==> src/rtl/lsu_mem_stage.sv <==
// MEM-stage load/store unit: drives the data port, aligns and extends load data,
// lane-shifts store data and stalls the upstream pipeline while a bus access is outstanding.
module lsu_mem_stage #(
  parameter int unsigned XLEN       = 64,
  parameter int unsigned ADDR_WIDTH = 64
) (
  input  logic                  clk,
  input  logic                  rst,
  input  logic                  req_valid_i,
  input  logic                  mem_read_i,
  input  logic                  mem_write_i,
  input  logic [2:0]            funct3_i,
  input  logic [ADDR_WIDTH-1:0] addr_i,
  input  logic [XLEN-1:0]       wdata_i,
  output logic                  mem_stall_o,
  output logic                  load_valid_o,
  output logic [XLEN-1:0]       load_data_o,
  output logic                  access_fault_o,
  output logic                  data_r_en_o,
  output logic [ADDR_WIDTH-1:0] data_r_addr_o,
  input  logic                  i_data_r_valid,
  input  logic [XLEN-1:0]       i_data_r,
  output logic                  data_w_en_o,
  output logic [ADDR_WIDTH-1:0] data_w_addr_o,
  output logic [XLEN-1:0]       data_w_o,
  output logic [7:0]            data_w_mask_o,
  input  logic                  i_data_w_ready
);

  localparam int unsigned OFF_W  = 3;
  localparam int unsigned MASK_W = 8;

  typedef enum logic [1:0] {IDLE, RD_WAIT, WR_WAIT, RESP} state_t;

  state_t                state;
  logic [2:0]            f3_q;
  logic [OFF_W-1:0]      off_q;

  logic [OFF_W-1:0]      off;
  logic                  req;
  logic                  legal;
  logic                  aligned;
  logic                  start;
  logic                  fault;
  logic [ADDR_WIDTH-1:0] addr_aligned;
  logic [MASK_W-1:0]     size_mask;
  logic [XLEN-1:0]       shifted;
  logic [XLEN-1:0]       ext;

  assign off          = addr_i[OFF_W-1:0];
  assign addr_aligned = {addr_i[ADDR_WIDTH-1:OFF_W], 3'b000};
  assign req          = req_valid_i & (mem_read_i | mem_write_i);

  // Request decode; a simultaneous read and write is treated as a load.
  always_comb begin
    legal     = mem_read_i ? (funct3_i != 3'b111) : ~funct3_i[2];
    aligned   = 1'b1;
    size_mask = 8'h01;
    case (funct3_i[1:0])
      2'b00: begin aligned = 1'b1;                size_mask = 8'h01; end
      2'b01: begin aligned = ~off[0];             size_mask = 8'h03; end
      2'b10: begin aligned = (off[1:0] == 2'b00); size_mask = 8'h0F; end
      default: begin aligned = (off == 3'b000);   size_mask = 8'hFF; end
    endcase
  end

  assign start = (state == IDLE) & req & legal & aligned;
  assign fault = (state == IDLE) & req & ~(legal & aligned);

  assign mem_stall_o = ~rst & (start | (state == RD_WAIT) | (state == WR_WAIT));

  // Load alignment and extension using the size/sign latched at request time.
  always_comb begin
    shifted = i_data_r >> {off_q, 3'b000};
    case (f3_q)
      3'b000:  ext = {{(XLEN-8){shifted[7]}}, shifted[7:0]};
      3'b001:  ext = {{(XLEN-16){shifted[15]}}, shifted[15:0]};
      3'b010:  ext = {{(XLEN-32){shifted[31]}}, shifted[31:0]};
      3'b100:  ext = {{(XLEN-8){1'b0}}, shifted[7:0]};
      3'b101:  ext = {{(XLEN-16){1'b0}}, shifted[15:0]};
      3'b110:  ext = {{(XLEN-32){1'b0}}, shifted[31:0]};
      default: ext = shifted;
    endcase
  end

  always_ff @(posedge clk) begin
    if (rst) begin
      state          <= IDLE;
      f3_q           <= '0;
      off_q          <= '0;
      load_valid_o   <= 1'b0;
      load_data_o    <= '0;
      access_fault_o <= 1'b0;
      data_r_en_o    <= 1'b0;
      data_r_addr_o  <= '0;
      data_w_en_o    <= 1'b0;
      data_w_addr_o  <= '0;
      data_w_o       <= '0;
      data_w_mask_o  <= '0;
    end else begin
      load_valid_o   <= 1'b0;
      access_fault_o <= fault;
      case (state)
        IDLE: begin
          if (start) begin
            if (mem_read_i) begin
              data_r_en_o   <= 1'b1;
              data_r_addr_o <= addr_aligned;
              f3_q          <= funct3_i;
              off_q         <= off;
              state         <= RD_WAIT;
            end else begin
              data_w_en_o   <= 1'b1;
              data_w_addr_o <= addr_aligned;
              data_w_o      <= wdata_i << {off, 3'b000};
              data_w_mask_o <= size_mask << off;
              state         <= WR_WAIT;
            end
          end
        end
        RD_WAIT: begin
          if (i_data_r_valid) begin
            load_data_o  <= ext;
            data_r_en_o  <= 1'b0;
            load_valid_o <= 1'b1;
            state        <= RESP;
          end
        end
        WR_WAIT: begin
          if (i_data_w_ready) begin
            data_w_en_o <= 1'b0;
            state       <= RESP;
          end
        end
        RESP:    state <= IDLE;
        default: state <= IDLE;
      endcase
    end
  end

endmodule

==> config.mk <==
export PLATFORM = sky130hd
export DESIGN_NAME = lsu_mem_stage
export DESIGN_NICKNAME = d
export VERILOG_FILES = /design/src/rtl/lsu_mem_stage.sv
export SDC_FILE = /design/constraint.sdc
export NUM_CORES = 1
export LEC_CHECK = 0
export CORE_UTILIZATION = 40
export CTS_CLUSTER_SIZE = 20
export DETAILED_ROUTE_END_ITERATION = 16
export PLACE_DENSITY_LB_ADDON = 0.15
export SYNTH_ARGS = -nofsm -noshare
export SYNTH_HDL_FRONTEND = slang
export SYNTH_SLANG_ARGS = --single-unit
==> constraint.sdc <==
create_clock -name clk -period 2.3 [get_ports clk]
set_clock_uncertainty 0.1 [all_clocks]
set_input_delay 0.345 -clock clk [delete_from_list [all_inputs] [get_ports clk]]
set_output_delay 0.345 -clock clk [all_outputs]
set_load 0.05 [all_outputs]
==> flow_metrics.py, run 1 <==
metrics = {
    "sta": {
        "relSlewSlack_pct": 51.2,
        "min_period_ns": 2.32,
        "finalWorstSetupSlack_ns": -0.0203,
        "tightest_slew_ns": 0.731,
        "hold_viol": 0,
        "fin_crit_sh_pct": 101,
        "fmax_ghz": 0.431,
        "rsz0062_at_grt": "true",
        "slew_violations": 0,
        "setup_viol": 16,
    },
    "yosys": {
        "yosysMostFrequentCell": "nand2_1",
        "syn_area_per_cell_um2": 7.93,
        "synth_top_area_share_pct": 41.9,
        "ys_ff_latch": 270,
        "ys_types": 54,
        "yosys_warnings": 0,
        "synth_flop_cell": "dfxtp_1",
        "synth-async-reset-ratio_pct": 0,
        "synth_cells": 1624,
        "yosys-top-cells-count": "nand2_1, dfxtp_1, a21oi_1, nor2_1, clkbuf_1",
        "syn_area_mm2": 0.0129,
        "synth_edf_count": 0,
        "synth_top_area_cell": "dfxtp_1",
        "synth_area_leaders": "dfxtp_1, nand2_1, a21oi_1",
        "seq_area_frac_synth_pct": 41.9,
    },
    "cts": {
        "cts.sinks": 270,
        "cts_hold_buf": 0,
        "clk-insertion-delay-late_ns": 0.56,
        "numCtsBuffers": 30,
        "clockBufferDepth": 3,
        "htreeDepth": 1,
        "clkTransAtPathRegs_ns": 0.06,
        "cts_tree": "yes",
        "cts-root-buf": "clkbuf_16",
    },
    "route": {
        "drt_iter0_markers": 914,
        "ant_nets": 0,
        "route.detailed.wl_per_inst_um": 19.6,
        "vias": 13400,
        "vias_per_cell": 5.37,
        "first_pass_iters": 5,
        "drc": 0,
        "finalWirelength_um": 48800,
    },
    "floorplan": {
        "rows": 65,
        "die_y_um": 181,
        "start_util_pct": 40.7,
        "io_pins": 471,
        "coreArea_mm2": 0.0316,
        "dieWidth_um": 181,
        "dieArea_mm2": 0.0329,
    },
    "outcome": {
        "status": "finished with violations",
        "violations": "setup timing",
    },
    "worst_setup_path": {
        "slowest_delay_ns": 0.41,
        "path_buf_inv": 3,
        "r2r_setup_slack_ns": -0.02,
        "cpMostUsedCell": "buf_6",
        "worst_setup_path_start_kind": "register",
        "crit_arrival_ns": 2.65,
        "required_ns": 2.63,
        "critPathSlowestCell": "dfxtp_4",
        "crit_fanout": 16,
        "end_kind": "register",
        "cp_cell_sequence": "buf_6 -> mux2_4 -> o2bb2ai_4 -> a32o_2 -> a2111oi_4 -> buf_6 -> buf_12 -> a211oi_1",
        "cpLargestDelayFamily": "compound AO/OA/AOI/OAI gates",
        "critPathKind": "reg2reg",
    },
    "grt": {
        "grt.total_usage_pct": 28.0,
        "grt_overflow": 0,
        "grt_max_degree": 80,
        "antenna_found_initial": 4,
        "grt_pass1_wl_um": 72900,
        "grt_pass1_vias": 12600,
    },
    "layout": {
        "drive_above_1_share_pct": 11.0,
        "area_delta_synth_final_pct": 52.7,
        "nets": 2276,
    },
    "pwr": {
        "p_clk_share_pct": 33.3,
        "power.leakage_nw": 6.77,
        "combPwrFrac_pct": 31.3,
        "peakVddDrop_v": 0.000613,
        "p_total_mw": 15.0,
        "p_int_mw": 9.84,
        "power_frac_seq_pct": 35.4,
        "powerDensity_mw_per_mm2": 761,
        "switching_share_pct": 34.3,
        "net-switching-power_mw": 5.13,
    },
    "worst_hold_path": {
        "min_path_type": "in2reg",
    },
    "placed_design": {
        "place.gp.congestion": 0.907,
        "hpwl_um": 35500,
        "port_buffers": 464,
        "place_ws_ns": -0.284,
    },
    "job": {
        "maxCapViolCount": 0,
    },
}
==> routing by layer <==
layer / up-vias / global-route usage [%] / share of wire, %
met5: - / 0 / 0.016
met4: 2 / 8.10 / 2.8
met3: 89 / 5.88 / 7.2
met2: 502 / 49.1 / 50
met1: 6297 / 34.3 / 40
li1: 6505 / - / -
==> cell families after synthesis <==
kind of cell             share of synthesized area (%)
other                                           0.0291
adder cells (fa/ha/maj)                          0.291
multiplexers                                      12.8
flip-flops                                        41.9
AO/OA/AOI/OAI                                     18.3
AND/OR/NAND/NOR                                   21.4
buffers and inverters                             5.14
XOR/XNOR                                        0.0680
==> timing repair <==
item                       in CTS  in global routing
gates cloned                    0                  2
pin swaps                       3                  1
gates resized for setup         6                 23
setup buffers                   1                  7
setup endpoints to repair      27                 42
==> flip-flops by register name (all words and copies together) (netlist names) <==
| register | cells |
|---|---|
| data_w_o | 64 |
| access_fault_o | 1 |
| state | 2 |
| load_valid_o | 1 |
| off_q | 3 |
| data_r_en_o | 1 |
| data_r_addr_o | 61 |
| f3_q | 3 |
| data_w_addr_o | 61 |
| load_data_o | 64 |
| data_w_en_o | 1 |
| data_w_mask_o | 8 |
==> power groups by stage <==
stage | Sequential [mW] | Combinational, mW | Clock [mW]
floorplan | 6.63 | 1.50 | 0
global placement | 5.39 | 4.54 | 0
detailed placement | 5.40 | 4.58 | 0
CTS | 5.30 | 4.59 | 5.07
global route | 5.34 | 4.95 | 5.26
finish | 5.30 | 4.68 | 4.99
==> final timing paths <==
path                                       start  cells past startpoint                             end
hold reg to reg   data_r_addr_o[55]$_SDFFE_PP0P_                      2  data_r_addr_o[55]$_SDFFE_PP0P_
setup / recovery           off_q[1]$_SDFFE_PP0P_                      8    load_data_o[38]$_SDFFE_PP0P_
setup reg to reg           off_q[1]$_SDFFE_PP0P_                      8    load_data_o[38]$_SDFFE_PP0P_
hold / removal                               rst                      2         load_valid_o$_SDFF_PP0_
==> cell type report <==
type | instances | area (um2)
repair buffers | 565 | 5710
clock inverters | 9 | 153
flip-flops and latches | 270 | 5410
clock buffers | 43 | 880
well taps | 402 | 503
multi-input cells | 1198 | 7000
diodes | 2 | 5.00
fillers | 2717 | 12000
inverters | 6 | 22.5
==> cells in the final DEF (no fill, tap or decap), types with 4 or more instances in the layout <==
| cell | count |
|---|---|
| a221oi_1 | 8 |
| nor2_1 | 136 |
| a211oi_2 | 6 |
| a311oi_1 | 7 |
| nand2_1 | 386 |
| nand2b_1 | 12 |
| nor2b_1 | 22 |
| buf_4 | 81 |
| or3_1 | 22 |
| clkbuf_16 | 31 |
| nand3_1 | 18 |
| conb_1 | 6 |
| mux2_2 | 25 |
| mux2i_1 | 99 |
| clkbuf_8 | 9 |
| o21ai_0 | 36 |
| clkbuf_1 | 5 |
| o211ai_1 | 10 |
| clkdlybuf4s50_1 | 448 |
| dfxtp_1 | 268 |
| a21oi_1 | 202 |
| o21a_1 | 4 |
| mux4_2 | 16 |
| a211oi_1 | 89 |
| a2bb2oi_1 | 8 |
| nor3_1 | 42 |
| buf_12 | 24 |
==> metrics by stage <==
step	cell area, um2	hold slack, ns	TNS, ns	std cells	util (%)
floorplan	13000	0.352	-0.506	1629	-
global placement	18400	0.337	-49.66	2431	58.3
detailed placement	18400	0.346	-52.54	2431	58.3
CTS	19500	0.177	-0.0127	2484	61.6
global route	19700	0.199	-1.72	2495	62.2
finish	19700	0.187	-0.203	2495	62.2
No activity file was read; power rests on OpenSTA's default activity.
==> run 2, diff against run 1 <==
Settings changed: PLACE_DENSITY set to 0.8, PLACE_DENSITY_LB_ADDON 0.15 to not set.
==> run 2 against run 1 <==
  * The flow still finishes with violations (setup timing)
  * Largest cell class unchanged
  * Core utilization down 0.075 points
  * Register-to-register slack is essentially flat
  * Largest power group unchanged
  * Setup slack better by 0.013 ns
  * Die area did not move
  * Global-route usage up 1.1 points
  * Clock power is 4% higher
==> flow_metrics.py, run 2 (synthesized netlist as in run 1, its figures left out) <==
metrics = {
    "grt": {
        "antenna_found_initial": 2,
        "grt_pass1_vias": 13300,
        "grt_overflow": 0,
        "grt_pass1_wl_um": 75700,
        "grt.total_usage_pct": 29.1,
        "grt_max_degree": 81,
    },
    "floorplan": {
        "io_pins": 471,
        "coreArea_mm2": 0.0316,
        "dieWidth_um": 181,
        "start_util_pct": 40.7,
        "dieArea_mm2": 0.0329,
        "rows": 65,
        "die_y_um": 181,
    },
    "sta": {
        "fmax_ghz": 0.433,
        "slew_violations": 0,
        "hold_ws_ns": 0.137,
        "rsz0062_at_grt": "true",
        "min_period_ns": 2.31,
        "relSlewSlack_pct": 41.1,
        "fin_crit_sh_pct": 100,
        "setup_tns_ns": -0.0161,
        "hold_viol": 0,
        "setup_viol": 3,
        "finalWorstSetupSlack_ns": -0.00750,
        "tightest_slew_ns": 0.881,
    },
    "cts": {
        "numCtsBuffers": 30,
        "clockBufferDepth": 3,
        "htreeDepth": 1,
        "cts_tree": "yes",
        "cts.sinks": 270,
        "clk-insertion-delay-late_ns": 0.56,
        "cts-root-buf": "clkbuf_16",
        "cts_hold_buf": 0,
        "clkTransAtPathRegs_ns": 0.06,
    },
    "route": {
        "vias_per_cell": 5.55,
        "drt_iter0_markers": 1236,
        "route.detailed.wl_per_inst_um": 20.0,
        "vias": 13900,
        "ant_nets": 0,
        "drc": 0,
        "first_pass_iters": 6,
        "finalWirelength_um": 50200,
    },
    "worst_setup_path": {
        "cpMostUsedCell": "buf_4",
        "end_kind": "register",
        "crit_arrival_ns": 2.67,
        "cpLargestDelayFamily": "multiplexers",
        "worst_setup_path_start_kind": "register",
        "slowest_delay_ns": 0.50,
        "required_ns": 2.66,
        "path_buf_inv": 3,
        "critPathKind": "reg2reg",
        "cp_cell_sequence": "mux2i_2 -> mux4_2 -> nor4b_2 -> buf_4 -> a2111oi_4 -> buf_4 -> buf_12 -> a211oi_1",
        "critPathSlowestCell": "mux4_2",
        "crit_fanout": 17,
    },
    "worst_hold_path": {
        "min_path_type": "in2reg",
    },
    "placed_design": {
        "place_ws_ns": -0.413,
        "place.gp.congestion": 0.959,
        "hpwl_um": 37100,
        "port_buffers": 464,
    },
    "outcome": {
        "status": "finished with violations",
        "violations": "setup timing",
    },
    "layout": {
        "layout_commonest_cell": "clkdlybuf4s50_1",
        "nets": 2283,
        "layout_common_cells": "clkdlybuf4s50_1, nand2_1, dfxtp_1, a21oi_1, nor2_1",
        "drive_above_1_share_pct": 11.3,
        "reg_top3": "data_w_o (64), load_data_o (64)",
        "nFillCells": 2694,
        "area_delta_synth_final_pct": 52.5,
    },
    "pwr": {
        "peakVddDrop_v": 0.000693,
        "power.leakage_nw": 6.74,
        "powerDensity_mw_per_mm2": 773,
    },
    "job": {
        "maxCapViolCount": 0,
    },
}
## run 2: report_power, final
part	switching, mW	internal [mW]	total [mW]
logic	2.92	1.78	4.70
registers	0.240	5.07	5.30
clock network	2.06	3.12	5.18
total	5.22	9.97	15.2
## run 2: repair_timing
item                       4_1_cts  5_1_grt
hold endpoints to repair         0        0
pin swaps                        3        2
cloned                           0        0
buffers inserted                 2        0
setup endpoints to repair       22       34
gates resized for setup         13       13
## run 2: metal layers
metal | up-vias | global-route usage [%] | part of all wire (%)
li1 | 6531 | - | -
met1 | 6513 | 34.4 | 39
met2 | 688 | 49.6 | 47
met3 | 164 | 6.42 | 8.3
met4 | 4 | 14.8 | 5.8
met5 | - | 0 | 0.090
## run 2: worst paths after layout
kind / from / endpoint / slack, ns / cells past startpoint
worst max-delay path: off_q[1]$_SDFFE_PP0P_ / load_data_o[35]$_SDFFE_PP0P_ / -0.007 / 8
worst min-delay path: addr_i[0] / off_q[0]$_SDFFE_PP0P_ / 0.14 / 3
worst max register to register: off_q[1]$_SDFFE_PP0P_ / load_data_o[35]$_SDFFE_PP0P_ / -0.007 / 8
worst min register to register: data_r_addr_o[57]$_SDFFE_PP0P_ / data_r_addr_o[57]$_SDFFE_PP0P_ / 0.35 / 2
## run 2: cell type report
| class | count | area, um2 | share of cell area [%] |
|---|---|---|---|
| Timing Repair Buffer | 572 | 5670 | 28.9 |
| Multi-Input combinational cell | 1198 | 6960 | 35.4 |
| Sequential cell | 270 | 5410 | 27.5 |
| Tap cell | 402 | 503 | 2.56 |
| Clock buffer | 43 | 921 | 4.69 |
| Antenna cell | 2 | 5.00 | 0.0255 |
| Clock inverter | 12 | 158 | 0.802 |
| Inverter | 6 | 22.5 | 0.115 |
## run 2: metrics by stage
step	util (%)	cell area, um2	total power [mW]	std cells
finish	62.1	19700	15.2	2505
global route	62.1	19700	15.7	2504
CTS	62.0	19600	15.2	2503
detailed placement	58.5	18500	10.0	2446
global placement	58.5	18500	9.94	2446
floorplan	-	13000	8.13	1629
## run 2: worst register-to-register path: cells and delay by family, from the launching register on
kind                   cells  cell delay, ns
AO/OA/AOI/OAI              2            0.28
flip-flops                 1            0.39
buffers and inverters      3            0.50
AND/OR/NAND/NOR            1            0.25
multiplexers               2            0.69
==> run 3, diff against run 2 <==
Settings changed: CTS_CLUSTER_SIZE 20 to 16.
==> run 3 against run 2 <==
  * The run now ends clean
  * Sequential power barely moved
  * Via count rose by 0.29%
  * First-iteration DRC count fell by 7.5%
  * Cell area barely moved
  * Non-clock buffer count did not move
  * Worst hold slack improved by 0.0062 ns
  * Final cell count fell by 0.12%
  * Clock power fell by 1%
  * Global-route usage barely moved
  * Combinational power barely moved
  * Routed wire length fell by 0.41%
  * Largest cell class unchanged
  * Highest routed layer unchanged
==> flow_metrics.py, run 3 (synthesized netlist as in run 1, its figures left out) <==
metrics = {
    "sta": {
        "min_period_ns": 2.29,
        "fmax_ghz": 0.437,
        "hold_viol": 0,
        "hold_ws_ns": 0.143,
        "slew_violations": 0,
        "setup_viol": 0,
        "tightest_slew_ns": 0.871,
        "rsz0062_at_grt": "true",
        "relSlewSlack_pct": 41.8,
        "fin_crit_sh_pct": 99.5,
    },
    "placed_design": {
        "place.gp.congestion": 0.959,
        "placed_cells": 2446,
        "dpl_cell_area_mm2": 0.0185,
        "port_buffers": 464,
        "hpwl_um": 37100,
    },
    "floorplan": {
        "dieArea_mm2": 0.0329,
        "dieWidth_um": 181,
        "io_pins": 471,
        "start_util_pct": 40.7,
        "rows": 65,
        "die_y_um": 181,
        "coreArea_mm2": 0.0316,
    },
    "cts": {
        "cts.sinks": 270,
        "numCtsBuffers": 30,
        "cts_hold_buf": 0,
        "clk-insertion-delay-late_ns": 0.56,
        "cts-root-buf": "clkbuf_16",
        "clkTransAtPathRegs_ns": 0.06,
        "cts_tree": "yes",
        "htreeDepth": 1,
        "clockBufferDepth": 3,
    },
    "grt": {
        "grt_pass1_wl_um": 75900,
        "grt_overflow": 0,
        "antenna_found_initial": 2,
        "grt.total_usage_pct": 29.2,
        "grt_pass1_vias": 13400,
        "grt_max_degree": 81,
    },
    "layout": {
        "reg_top3": "data_w_o (64), load_data_o (64)",
        "layout_commonest_cell": "clkdlybuf4s50_1",
        "nets": 2283,
        "area_delta_synth_final_pct": 52.4,
        "layout_common_cells": "clkdlybuf4s50_1, nand2_1, dfxtp_1, a21oi_1, nor2_1",
        "drive_above_1_share_pct": 11.0,
        "final_area_mm2": 0.0196,
        "fin_cells": 2502,
        "nFillCells": 2685,
    },
    "worst_setup_path": {
        "cp_cell_sequence": "mux2i_2 -> buf_4 -> and3_1 -> nor4_2 -> buf_4 -> a2111oi_4 -> buf_4 -> buf_12 -> a211oi_1",
        "critPathKind": "reg2reg",
        "crit_arrival_ns": 2.60,
        "worst_setup_path_start_kind": "register",
        "end_kind": "register",
        "critPathSlowestCell": "dfxtp_4",
        "required_ns": 2.61,
        "cpMostUsedCell": "buf_4",
        "crit_fanout": 17,
        "slowest_delay_ns": 0.42,
    },
    "pwr": {
        "powerDensity_mw_per_mm2": 770,
        "power.leakage_nw": 6.73,
        "peakVddDrop_v": 0.000661,
    },
    "route": {
        "finalWirelength_um": 50000,
        "route.detailed.wl_per_inst_um": 20.0,
        "drc": 0,
        "vias_per_cell": 5.57,
        "vias": 13900,
        "drt_iter0_markers": 1143,
        "first_pass_iters": 5,
        "ant_nets": 0,
    },
    "job": {
        "maxCapViolCount": 0,
    },
    "outcome": {
        "status": "complete, no violations",
    },
    "worst_hold_path": {
        "min_path_type": "in2reg",
    },
}
## run 3: critical path: cells and delay by family, from the launching register on
| kind | cells | cell delay [ns] |
|---|---|---|
| mux | 1 | 0.30 |
| simple gates | 2 | 0.27 |
| compound gates | 2 | 0.38 |
| buf+inv | 4 | 0.67 |
| flops | 1 | 0.42 |
## run 3: final timing paths
| check | start | end | slack, ns | depth (start not counted) |
|---|---|---|---|---|
| max | off_q[1]$_SDFFE_PP0P_ | load_data_o[56]$_SDFFE_PP0P_ | 0.01 | 9 |
| min | addr_i[0] | off_q[0]$_SDFFE_PP0P_ | 0.14 | 3 |
| min reg2reg | data_w_addr_o[40]$_SDFFE_PP0P_ | data_w_addr_o[40]$_SDFFE_PP0P_ | 0.35 | 2 |
| max reg2reg | off_q[1]$_SDFFE_PP0P_ | load_data_o[56]$_SDFFE_PP0P_ | 0.01 | 9 |
## run 3: per-stage QoR
stage	power, mW	setup slack [ns]	util [%]	setup TNS, ns
2_1_floorplan	8.13	-0.0169	-	-0.506
3_3_place_gp	9.94	-0.325	58.5	-53.86
3_5_place_dp	10.0	-0.413	58.5	-75.12
4_1_cts	15.1	0.0115	61.9	0
5_1_grt	15.7	-0.0603	62.1	-0.990
6_report	15.1	0.0116	62.1	0
## run 3: repair_timing
| action | 4_1_cts | 5_1_grt |
|---|---|---|
| pin swaps | 3 | 2 |
| buffers inserted | 2 | 0 |
| setup endpoints to repair | 25 | 43 |
| gates resized for setup | 14 | 12 |
## run 3: final cells by class
cell class,instances,area [um2],share of cell area [%]
well taps,402,503,2.56
clock inverters,11,196,1.00
clock buffers,41,852,4.34
multi-input cells,1198,6970,35.5
diodes,2,5.00,0.0255
flip-flops and latches,270,5410,27.6
inverters,6,22.5,0.115
repair buffers,572,5680,28.9
## run 3: routing by layer
layer | global-route usage (%) | vias to the layer above | routed length, um
met5 | 0 | - | 8
li1 | - | 6535 | -
met4 | 14.7 | 2 | 2720
met2 | 49.8 | 694 | 23700
met3 | 6.82 | 156 | 4340
met1 | 34.1 | 6553 | 19300
## run 3: power by group
part	internal (mW)	switching, mW	total [mW]
combinational	1.78	2.92	4.70
sequential	5.07	0.239	5.30
clock	3.13	1.99	5.12
total	9.98	5.14	15.1
